<file path="src/rtl/ext_ram_pkg.sv">
`default_nettype none
// ============================================================================
// Module      : ext_ram_pkg
// Description : Shared types and constants for the EXT RAM read sequencer.
// Revision    : 1.0 - initial release
// ============================================================================
package ext_ram_pkg;

    localparam int EXT_DATA_WIDTH   = 8;
    localparam int EXT_ADDR_WIDTH   = 8;
    localparam int EXT_RD_BUF_DEPTH = 2;
    localparam int EXT_RD_CNT_W     = $clog2(EXT_RD_BUF_DEPTH + 1);
    localparam int EXT_RD_PTR_W     = $clog2(EXT_RD_BUF_DEPTH);

    typedef enum logic [1:0] {
        ST_IDLE  = 2'd0,
        ST_READ  = 2'd1,
        ST_DRAIN = 2'd2,
        ST_DONE  = 2'd3
    } ext_rd_state_e;

endpackage
`default_nettype wire

</file>
<file path="src/rtl/ext_rd_skid_fifo.sv">
`default_nettype none
// ============================================================================
// Module      : ext_rd_skid_fifo
// Description : Small synchronous FIFO absorbing the RAM read latency.
// Revision    : 1.0 - initial release
// ============================================================================
module ext_rd_skid_fifo
    import ext_ram_pkg::*;
#(
    parameter int DATA_WIDTH = EXT_DATA_WIDTH
) (
    input  logic                    clk,
    input  logic                    rst_n,
    input  logic                    push,
    input  logic [DATA_WIDTH-1:0]   push_data,
    input  logic                    pop,
    output logic [DATA_WIDTH-1:0]   pop_data,
    output logic [EXT_RD_CNT_W-1:0] count
);

    logic [DATA_WIDTH-1:0]   mem_q [EXT_RD_BUF_DEPTH];
    logic [DATA_WIDTH-1:0]   mem_d [EXT_RD_BUF_DEPTH];
    logic [EXT_RD_PTR_W-1:0] wr_ptr_q, wr_ptr_d;
    logic [EXT_RD_PTR_W-1:0] rd_ptr_q, rd_ptr_d;
    logic [EXT_RD_CNT_W-1:0] count_q, count_d;

    // Caller guarantees no push when full and no pop when empty.
    always_comb begin
        mem_d    = mem_q;
        wr_ptr_d = wr_ptr_q;
        rd_ptr_d = rd_ptr_q;
        if (push) begin
            mem_d[wr_ptr_q] = push_data;
            wr_ptr_d        = wr_ptr_q + EXT_RD_PTR_W'(1);
        end
        if (pop) begin
            rd_ptr_d = rd_ptr_q + EXT_RD_PTR_W'(1);
        end
        count_d = count_q + EXT_RD_CNT_W'(push) - EXT_RD_CNT_W'(pop);
    end

    always_ff @(posedge clk or negedge rst_n) begin
        if (!rst_n) begin
            for (int i = 0; i < EXT_RD_BUF_DEPTH; i++) begin
                mem_q[i] <= '0;
            end
            wr_ptr_q <= '0;
            rd_ptr_q <= '0;
            count_q  <= '0;
        end else begin
            mem_q    <= mem_d;
            wr_ptr_q <= wr_ptr_d;
            rd_ptr_q <= rd_ptr_d;
            count_q  <= count_d;
        end
    end

    assign pop_data = mem_q[rd_ptr_q];
    assign count    = count_q;

endmodule
`default_nettype wire

</file>
<file path="src/rtl/ext_ram_reader.sv">
`default_nettype none
// ============================================================================
// Module      : ext_ram_reader
// Description : Streams a contiguous address range out of the EXT RAM as a
//               valid/ready stream. EXT_RD_LAST_EN adds the m_last output.
// Revision    : 1.0 - initial release
// ============================================================================
module ext_ram_reader
    import ext_ram_pkg::*;
#(
    parameter int DATA_WIDTH = EXT_DATA_WIDTH,
    parameter int ADDR_WIDTH = EXT_ADDR_WIDTH,
    parameter int RAM_DEPTH  = 1 << ADDR_WIDTH
) (
    input  logic                  clk,
    input  logic                  rst_n,
    input  logic                  start,
    input  logic [ADDR_WIDTH-1:0] base_addr,
    input  logic [ADDR_WIDTH:0]   len,
    output logic                  busy,
    output logic                  done,
    output logic                  ram_cs,
    output logic                  ram_we,
    output logic [ADDR_WIDTH-1:0] ram_addr,
    input  logic [DATA_WIDTH-1:0] ram_rdata,
    output logic [DATA_WIDTH-1:0] m_data,
    output logic                  m_valid,
`ifdef EXT_RD_LAST_EN
    output logic                  m_last,
`endif
    input  logic                  m_ready
);

    localparam int LEN_W = $clog2(RAM_DEPTH) + 1;

    ext_rd_state_e           state_q, state_d;
    logic [ADDR_WIDTH-1:0]   ptr_q, ptr_d;
    logic [LEN_W-1:0]        issue_cnt_q, issue_cnt_d;
    logic [LEN_W-1:0]        beat_cnt_q, beat_cnt_d;
    logic                    inflight_q, inflight_d;
    logic                    busy_q, busy_d;
    logic                    done_q, done_d;

    logic [EXT_RD_CNT_W-1:0] buf_count;
    logic [2:0]              occupancy;
    logic                    pop;
    logic                    issue;

    assign pop       = m_valid & m_ready;
    assign occupancy = {1'b0, buf_count} + {2'b0, inflight_q};
    // Credit check: a word issued now lands in the buffer next cycle.
    assign issue     = (state_q == ST_READ) &&
                       (occupancy < (3'(EXT_RD_BUF_DEPTH) + {2'b0, pop}));

    always_comb begin
        state_d     = state_q;
        ptr_d       = ptr_q;
        issue_cnt_d = issue_cnt_q;
        beat_cnt_d  = beat_cnt_q;
        inflight_d  = issue;
        busy_d      = busy_q;
        done_d      = 1'b0;
        if (pop) begin
            beat_cnt_d = beat_cnt_q - LEN_W'(1);
        end
        case (state_q)
            ST_IDLE: begin
                if (start) begin
                    if (len != '0) begin
                        ptr_d       = base_addr;
                        issue_cnt_d = len;
                        beat_cnt_d  = len;
                        busy_d      = 1'b1;
                        state_d     = ST_READ;
                    end else begin
                        done_d  = 1'b1;
                        state_d = ST_DONE;
                    end
                end
            end
            ST_READ: begin
                if (issue) begin
                    ptr_d       = ptr_q + ADDR_WIDTH'(1);
                    issue_cnt_d = issue_cnt_q - LEN_W'(1);
                    if (issue_cnt_q == LEN_W'(1)) begin
                        state_d = ST_DRAIN;
                    end
                end
            end
            ST_DRAIN: begin
                if (beat_cnt_d == '0) begin
                    busy_d  = 1'b0;
                    done_d  = 1'b1;
                    state_d = ST_DONE;
                end
            end
            default: begin
                state_d = ST_IDLE;
            end
        endcase
    end

    always_ff @(posedge clk or negedge rst_n) begin
        if (!rst_n) begin
            state_q     <= ST_IDLE;
            ptr_q       <= '0;
            issue_cnt_q <= '0;
            beat_cnt_q  <= '0;
            inflight_q  <= 1'b0;
            busy_q      <= 1'b0;
            done_q      <= 1'b0;
        end else begin
            state_q     <= state_d;
            ptr_q       <= ptr_d;
            issue_cnt_q <= issue_cnt_d;
            beat_cnt_q  <= beat_cnt_d;
            inflight_q  <= inflight_d;
            busy_q      <= busy_d;
            done_q      <= done_d;
        end
    end

    ext_rd_skid_fifo #(
        .DATA_WIDTH (DATA_WIDTH)
    ) u_skid_fifo (
        .clk       (clk),
        .rst_n     (rst_n),
        .push      (inflight_q),
        .push_data (ram_rdata),
        .pop       (pop),
        .pop_data  (m_data),
        .count     (buf_count)
    );

    assign m_valid  = (buf_count != '0);
    assign busy     = busy_q;
    assign done     = done_q;
    assign ram_cs   = issue;
    assign ram_we   = 1'b0;
    assign ram_addr = ptr_q;

`ifdef EXT_RD_LAST_EN
    assign m_last = m_valid && (beat_cnt_q == LEN_W'(1));
`endif

endmodule
`default_nettype wire
</file>
<file path="config.mk">
export PLATFORM = sky130hd
export DESIGN_NAME = ext_ram_reader
export DESIGN_NICKNAME = d
export VERILOG_FILES = /design/src/rtl/ext_ram_pkg.sv /design/src/rtl/ext_rd_skid_fifo.sv /design/src/rtl/ext_ram_reader.sv
export SDC_FILE = /design/constraint.sdc
export NUM_CORES = 1
export LEC_CHECK = 0
export BUFFER_PORTS_ARGS = -buffer_cell sky130_fd_sc_hd__buf_2
export CAP_MARGIN = 20
export CORE_MARGIN = 1
export CORE_UTILIZATION = 45
export CTS_CLUSTER_DIAMETER = 80
export DETAILED_ROUTE_END_ITERATION = 6
export MAX_ROUTING_LAYER = met4
export PLACE_DENSITY = 0.66
export SKIP_LAST_GASP = 1
export SLEW_MARGIN = 20
export SYNTH_ARGS = -nofsm -noshare
export SYNTH_HDL_FRONTEND = slang
export SYNTH_SLANG_ARGS = --single-unit
</file>
<file path="constraint.sdc">
create_clock -name clk -period 3.5 [get_ports clk]
set_clock_uncertainty 0.05 [all_clocks]
set_input_delay 0.35 -clock clk [delete_from_list [all_inputs] [get_ports clk]]
set_output_delay 0.35 -clock clk [all_outputs]
set_load 0.02 [all_outputs]
</file>
Word-level counts from Yosys, hierarchy flattened
Index checks and enable logic that the tools add are counted.

word-level totals
  register bits = 51
  output and inout bits = 21
  word-level logic and storage cells = 79

cells by class
  add/sub/neg operators = 9
  order comparisons = 4
  equality and inequality tests = 8
  multiplexer cells = 32
  bitwise logic cells = 3
  reductions and logical operators = 11

operators by type and width
  kind                 count
  $mux 9               7
  $mux 8               7
  $pmux 9 s2           1
  $sub 9x1->9 const B  2
  $bwmux 16            1
  $pmux 8 s2           1
  $reduce_and 4->1     3
  $mux 2               5
  $eq 9x1->1 const B   1
  $logic_not 9->1      1
  $reduce_bool 9->1    1
  $add 8x1->8 const B  1
  $demux 8 s1          1
  $ne 2x2->1 const B   4
  $mux 1               6
  $pmux 2 s3           1
  $reduce_bool 2->1    3
  $ge 2x2->1 const B   2
  $not 1->2            2
  $pmux 1 s2           2
  $add 2x1->3          1
  $add 2x1->3 const A  1
  $lt 3x3->1           1
  $add 1x1->1 const B  2
  9 further kinds      10

Depth between registers and ports, before layout
  depth after elaboration = 7
  mapped depth = 9
  depth with buffers taken out = 7

Hierarchy
A second synthesis with hierarchy kept.

second synthesis, totals
  cell total of the unflattened synthesis = 278
  area total of the unflattened synthesis = 2999.1 µm²

by module, submodules not included
  module            times used  cells each  area each (µm²)  sequential area each (µm²)
  ext_ram_reader    1           222         2099.5           775.7
  ext_rd_skid_fifo  1           56          899.6            500.5

Worst setup path after synthesis
OpenSTA, ideal clock, no wires.

  path kind = register -> register
  start point = register beat_cnt_q[0]
  end point = register state_q[0]
  setup time = 0.101 ns
  data arrival time = 2.135 ns
  required time = 3.349 ns
  path slack = 1.214 ns
  cell stages (with the launch flop) = 10
  path buffers = 2
  cell sequence = dfrtp_1 -> clkbuf_1 -> inv_1 -> ha_1 -> clkbuf_1 -> or2_2 -> a211oi_1 -> a21oi_1 -> o41a_1 -> o32ai_1

between the ends
  longest elaborated chain between the ends = 5

RTL lines
  item                            RTL line               text
  from (decl)                     ext_ram_reader.sv:39   logic [LEN_W-1:0] beat_cnt_q, beat_cnt_d;
  from (signal assigned)          ext_ram_reader.sv:116  beat_cnt_q <= beat_cnt_d;
  $sub 9x1->9                     ext_ram_reader.sv:64   beat_cnt_d = beat_cnt_q - LEN_W'(1);
  $mux 9 (*)                      ext_ram_reader.sv:63   if (pop) begin
  $logic_not 9->1 (*)             ext_ram_reader.sv:91   if (beat_cnt_d == '0) begin
  $ne 2x2->1 (no line) (*)        n/a
  $reduce_and 4->1 (no line) (*)  n/a
  to (signal assigned)            ext_ram_reader.sv:113  state_q <= state_d;
  to (decl)                       ext_ram_reader.sv:36   ext_rd_state_e state_q, state_d;

Every way passes the cells marked *; elsewhere a longest branch is shown, timed or not.
A chain may end at the register's enable or synchronous reset.

Worst setup path after layout
  start point = register inflight_q
  end point = register ptr_q[2], in the netlist ram_addr[2]

between the ends
  longest elaborated chain between the ends = 5

RTL lines
  item                        RTL line               text
  from (decl)                 ext_ram_reader.sv:40   logic inflight_q, inflight_d;
  from (signal assigned)      ext_ram_reader.sv:117  inflight_q <= inflight_d;
  $add 2x1->3                 ext_ram_reader.sv:50   assign occupancy = {1'b0, buf_count} + {2'b0, inflight_q};
  $lt 3x3->1                  ext_ram_reader.sv:53   (occupancy < (3'(EXT_RD_BUF_DEPTH) + {2'b0, pop}));
  $logic_and 1x1->1           ext_ram_reader.sv:52   assign issue = (state_q == ST_READ) &&
  $ne 2x2->1 (no line)        n/a
  $reduce_and 4->1 (no line)  n/a
  to (signal assigned)        ext_ram_reader.sv:114  ptr_q <= ptr_d;
  to (decl)                   ext_ram_reader.sv:37   logic [ADDR_WIDTH-1:0] ptr_q, ptr_d;

No other way between the ends.

==> metrics.txt <==
# TYPE chip_impl_metric gauge
chip_impl_metric{name="die-area",unit="mm²"} 0.00686
chip_impl_metric{name="final_layout_size_suffix_gt1_share",unit="%"} 28.4
chip_impl_metric{name="pin_count_of_the_biggest_net_entering_global_routing",unit=""} 38
chip_impl_metric{name="core_area",unit="mm²"} 0.00631
chip_impl_metric{name="number_of_buffers_inserted_during_clock_tree_synthesis",unit=""} 5
chip_impl_metric{name="antenna_cells",unit=""} 0
chip_impl_metric{name="worstMarginPinSlew",unit="ps"} 846
chip_impl_info{name="type_of_the_worst_setup_path",value="register to register"} 1
chip_impl_info{name="tritoncts",value="done"} 1
chip_impl_metric{name="postSynthCellCount",unit=""} 297
chip_impl_metric{name="p_int",unit="W"} 0.00177
chip_impl_metric{name="setup_viol_count_final",unit=""} 0
chip_impl_metric{name="pwr_density_cell",unit="mW/mm²"} 963
chip_impl_metric{name="drt_pre_antenna_iters",unit=""} 4
chip_impl_metric{name="overflow",unit=""} 0
chip_impl_info{name="critPathCaptureType",value="register"} 1
chip_impl_info{name="grt_setup_unrepaired",value="false"} 1
chip_impl_info{name="outcome",value="complete, no violations"} 1
chip_impl_info{name="mostFrequentLayoutCells",value="dfrtp_1, buf_2, mux2_2, nand2_1, o21ai_0"} 1
chip_impl_metric{name="r2r_setup_slack",unit="ps"} 850
chip_impl_metric{name="slew_limit_fails",unit=""} 0
chip_impl_metric{name="timing_hold_violations_final",unit=""} 0
chip_impl_info{name="regToRegEndpoint",value="ram_addr[2]"} 1
chip_impl_metric{name="total_power_consumption_of_the_routed_design",unit="W"} 0.00321
chip_impl_metric{name="antenna_violations_before_repair",unit=""} 0
chip_impl_metric{name="fp.dieH",unit="µm"} 82.9
chip_impl_metric{name="post-route-period-util",unit="%"} 75.8
chip_impl_metric{name="sw_frac_of_total",unit="%"} 44.9
chip_impl_metric{name="gr-usage-all-layers",unit="%"} 20.9
chip_impl_info{name="worst_r2r_startpoint",value="inflight_q"} 1
chip_impl_metric{name="floorplan.initialDensity",unit="%"} 46.6
chip_impl_metric{name="synth.lib_cells_used.distinct",unit=""} 53
chip_impl_metric{name="power.combinational.fraction",unit="%"} 51.3
chip_impl_metric{name="yosysWarnings",unit=""} 0
chip_impl_metric{name="synth_seq_area_share",unit="%"} 43.4
chip_impl_metric{name="slew-limit-headroom",unit="%"} 43.6
chip_impl_metric{name="path_buf_inv",unit=""} 0
chip_impl_metric{name="netlist_area",unit="mm²"} 0.00294
chip_impl_metric{name="design_area",unit="mm²"} 0.00333
chip_impl_metric{name="cts_max_path_bufs",unit=""} 2
chip_impl_metric{name="leakage",unit="nW"} 1.41
chip_impl_metric{name="portBuffers",unit=""} 48
chip_impl_metric{name="grt_first_pass_wirelength",unit="µm"} 11400
chip_impl_metric{name="synth_seq_cells",unit=""} 51
chip_impl_metric{name="dp_hpwl",unit="µm"} 4630
chip_impl_metric{name="critPathRequiredTime",unit="ps"} 3690
chip_impl_metric{name="yosysTopAreaCellShare",unit="%"} 43.4
chip_impl_metric{name="cts.sinks",unit=""} 51
chip_impl_info{name="critPathTopFamily",value="compound AO/OA/AOI/OAI gates"} 1
chip_impl_metric{name="final_wl",unit="µm"} 6480
chip_impl_metric{name="drtAntennaViolNets",unit=""} 0
chip_impl_metric{name="final.setup.worst_slack",unit="ps"} 849
chip_impl_metric{name="synth_edf_count",unit=""} 0
chip_impl_metric{name="area_growth_syn_to_layout",unit="%"} 13.2
chip_impl_metric{name="routed_wire_length_per_instance",unit="µm"} 15.5
chip_impl_metric{name="ir_worst_vdd",unit="mV"} 0.444
chip_impl_metric{name="synthesis.nets",unit=""} 338
chip_impl_info{name="post_synth_main_area_contributors",value="dfrtp_1, mux2_2, ha_1, o21ai_0, a21oi_1"} 1
chip_impl_info{name="post-synth-top-area-cell",value="dfrtp_1"} 1
chip_impl_metric{name="vias",unit=""} 2383
chip_impl_metric{name="num-fill-cells",unit=""} 622
chip_impl_metric{name="cap_viol_max_count",unit=""} 0
chip_impl_metric{name="grt_pass1_vias",unit=""} 2408
chip_impl_metric{name="ctsHtreeMaxLevel",unit=""} 2
chip_impl_metric{name="postCtsHoldBufs",unit=""} 0
chip_impl_metric{name="cts.clk_slew.worst_paths",unit="ps"} 110
chip_impl_metric{name="net_switching_power",unit="W"} 0.00144
chip_impl_info{name="clock_tree.root_cell",value="clkbuf_8"} 1
chip_impl_metric{name="cell_rows",unit=""} 29
chip_impl_info{name="slowest_stage",value="o311ai_2"} 1
chip_impl_metric{name="dpl-instance-area",unit="mm²"} 0.00323
chip_impl_metric{name="critical_path_peak_fanout",unit=""} 20
chip_impl_info{name="setup.worst_path.start_class",value="register"} 1
chip_impl_metric{name="place.gp.congestion",unit=""} 0.871
chip_impl_metric{name="design.final.nets",unit=""} 381
chip_impl_metric{name="clock.fmax",unit="MHz"} 377
chip_impl_metric{name="layout_min_cycle_time",unit="ps"} 2650
chip_impl_metric{name="detail_route.iter0.violations",unit=""} 116
chip_impl_metric{name="vias_per_cell",unit=""} 5.70
chip_impl_metric{name="resized_gates_after_cts",unit=""} 0
chip_impl_metric{name="ff2ff_path_depth",unit=""} 6
chip_impl_info{name="leading_cell_type_in_the_layout_fill_and_taps_excluded",value="dfrtp_1"} 1
chip_impl_info{name="synth-main-ff-cell",value="dfrtp_1"} 1
chip_impl_metric{name="clkLatencyLatePin",unit="ps"} 320
chip_impl_metric{name="dieWidth",unit="µm"} 82.9
chip_impl_metric{name="syn_avg_cell_area",unit="µm²"} 9.90
chip_impl_metric{name="synth-async-reset-ratio",unit="%"} 100
chip_impl_info{name="min-delay-path-class",value="primary input to async pin"} 1
chip_impl_metric{name="critical_path_arrival",unit="ps"} 2840
chip_impl_metric{name="worst_path_largest_cell_delay",unit="ps"} 710
chip_impl_info{name="cells_along_the_critical_path",value="ha_1 -> ha_1 -> o311ai_2 -> o21a_1 -> a21oi_1 -> a21oi_1"} 1
chip_impl_metric{name="seq_power_share",unit="%"} 37.2
chip_impl_metric{name="post-place-ws",unit="ps"} 873
chip_impl_metric{name="setup_tns",unit="ps"} 0
chip_impl_metric{name="pwr-share-clk",unit="%"} 11.5
chip_impl_metric{name="ioPinCount",unit=""} 50
chip_impl_metric{name="route.detailed.drc",unit=""} 0
chip_impl_metric{name="post_cts.repair.setup_buffers",unit=""} 0
Yosys cell counts, types with 4 or more instances:
cell type / number
nand2_1: 25
or2_2: 4
nor2_1: 7
a21oi_1: 21
ha_1: 12
nor4_1: 4
xnor2_1: 6
mux2_2: 25
nand2b_1: 4
nand3_1: 10
inv_1: 11
o22ai_1: 11
mux2i_1: 4
nor3_1: 8
o2111ai_1: 6
dfrtp_1: 51
xor2_1: 6
o21ai_0: 24
clkbuf_1: 9
how the worst max path moves through the flow:
stage          slack (ps)           from  depth (start not counted)             end
4_1_cts               840     inflight_q                          6     ram_addr[2]
2_1_floorplan        1210  beat_cnt_q[0]                          9      state_q[0]
6_report              850     inflight_q                          6     ram_addr[2]
5_1_grt               660     inflight_q                          6     ram_addr[7]
3_3_place_gp          930     inflight_q                          6  issue_cnt_q[1]
3_5_place_dp          870     inflight_q                          6     ram_addr[2]
metal layers:
metal | vias to the layer above | track usage, % | part of all wire (%)
li1 | 1172 | - | -
met1 | 1143 | 27.0 | 48
met2 | 57 | 33.7 | 47
met3 | 11 | 3.68 | 3.4
met4 | 0 | 6.58 | 1.7
met5 | - | - | 0
power by group through the flow:
stage | clock network (W) | logic (W) | registers (W)
final | 0.000368 | 0.00165 | 0.00119
after global placement | 0 | 0.00160 | 0.00119
after global routing | 0.000400 | 0.00184 | 0.00124
after CTS | 0.000383 | 0.00166 | 0.00119
after detailed placement | 0 | 0.00165 | 0.00120
after floorplan | 0 | 0.00129 | 0.00115
layout make-up:
type | instances | area (µm²) | share of cell area [%]
clock buffer | 5 | 68.8 | 2.07
clock inverter | 3 | 27.5 | 0.827
inverter | 12 | 45.0 | 1.35
multi-input combinational | 218 | 1550 | 46.4
sequential | 51 | 1280 | 38.3
tap | 77 | 96.3 | 2.89
timing repair buffer | 52 | 270 | 8.12
through the flow:
step	hold WS [ps]	util, %	cells
floorplan	4.41	-	297
global placement	431	51.2	410
detailed placement	441	51.2	410
CTS	100	52.7	418
global route	141	52.7	418
finish	81.2	52.7	418
kinds of logic after synthesis:
group	after synthesis	synth area share (%)
xor gates and xnor gates	12	3.57
AOI/OAI and AO/OA	83	18.1
and+or+nand+nor	80	14.2
other	1	0.127
buffers and inverters	28	4.08
adders and majority gates	12	5.10
muxes	30	11.4
DFF	51	43.4
sequential cells by signal, summed over array words and instances, names as in the netlist:
register and flops:
u_skid_fifo.wr_ptr_q 1, u_skid_fifo.rd_ptr_q 1, beat_cnt_q 9, u_skid_fifo.mem_q 16
busy 1, ram_addr 8, u_skid_fifo.count 2, inflight_q 1
state_q 2, done 1, issue_cnt_q 9
(Power assumes the default switching activity.)
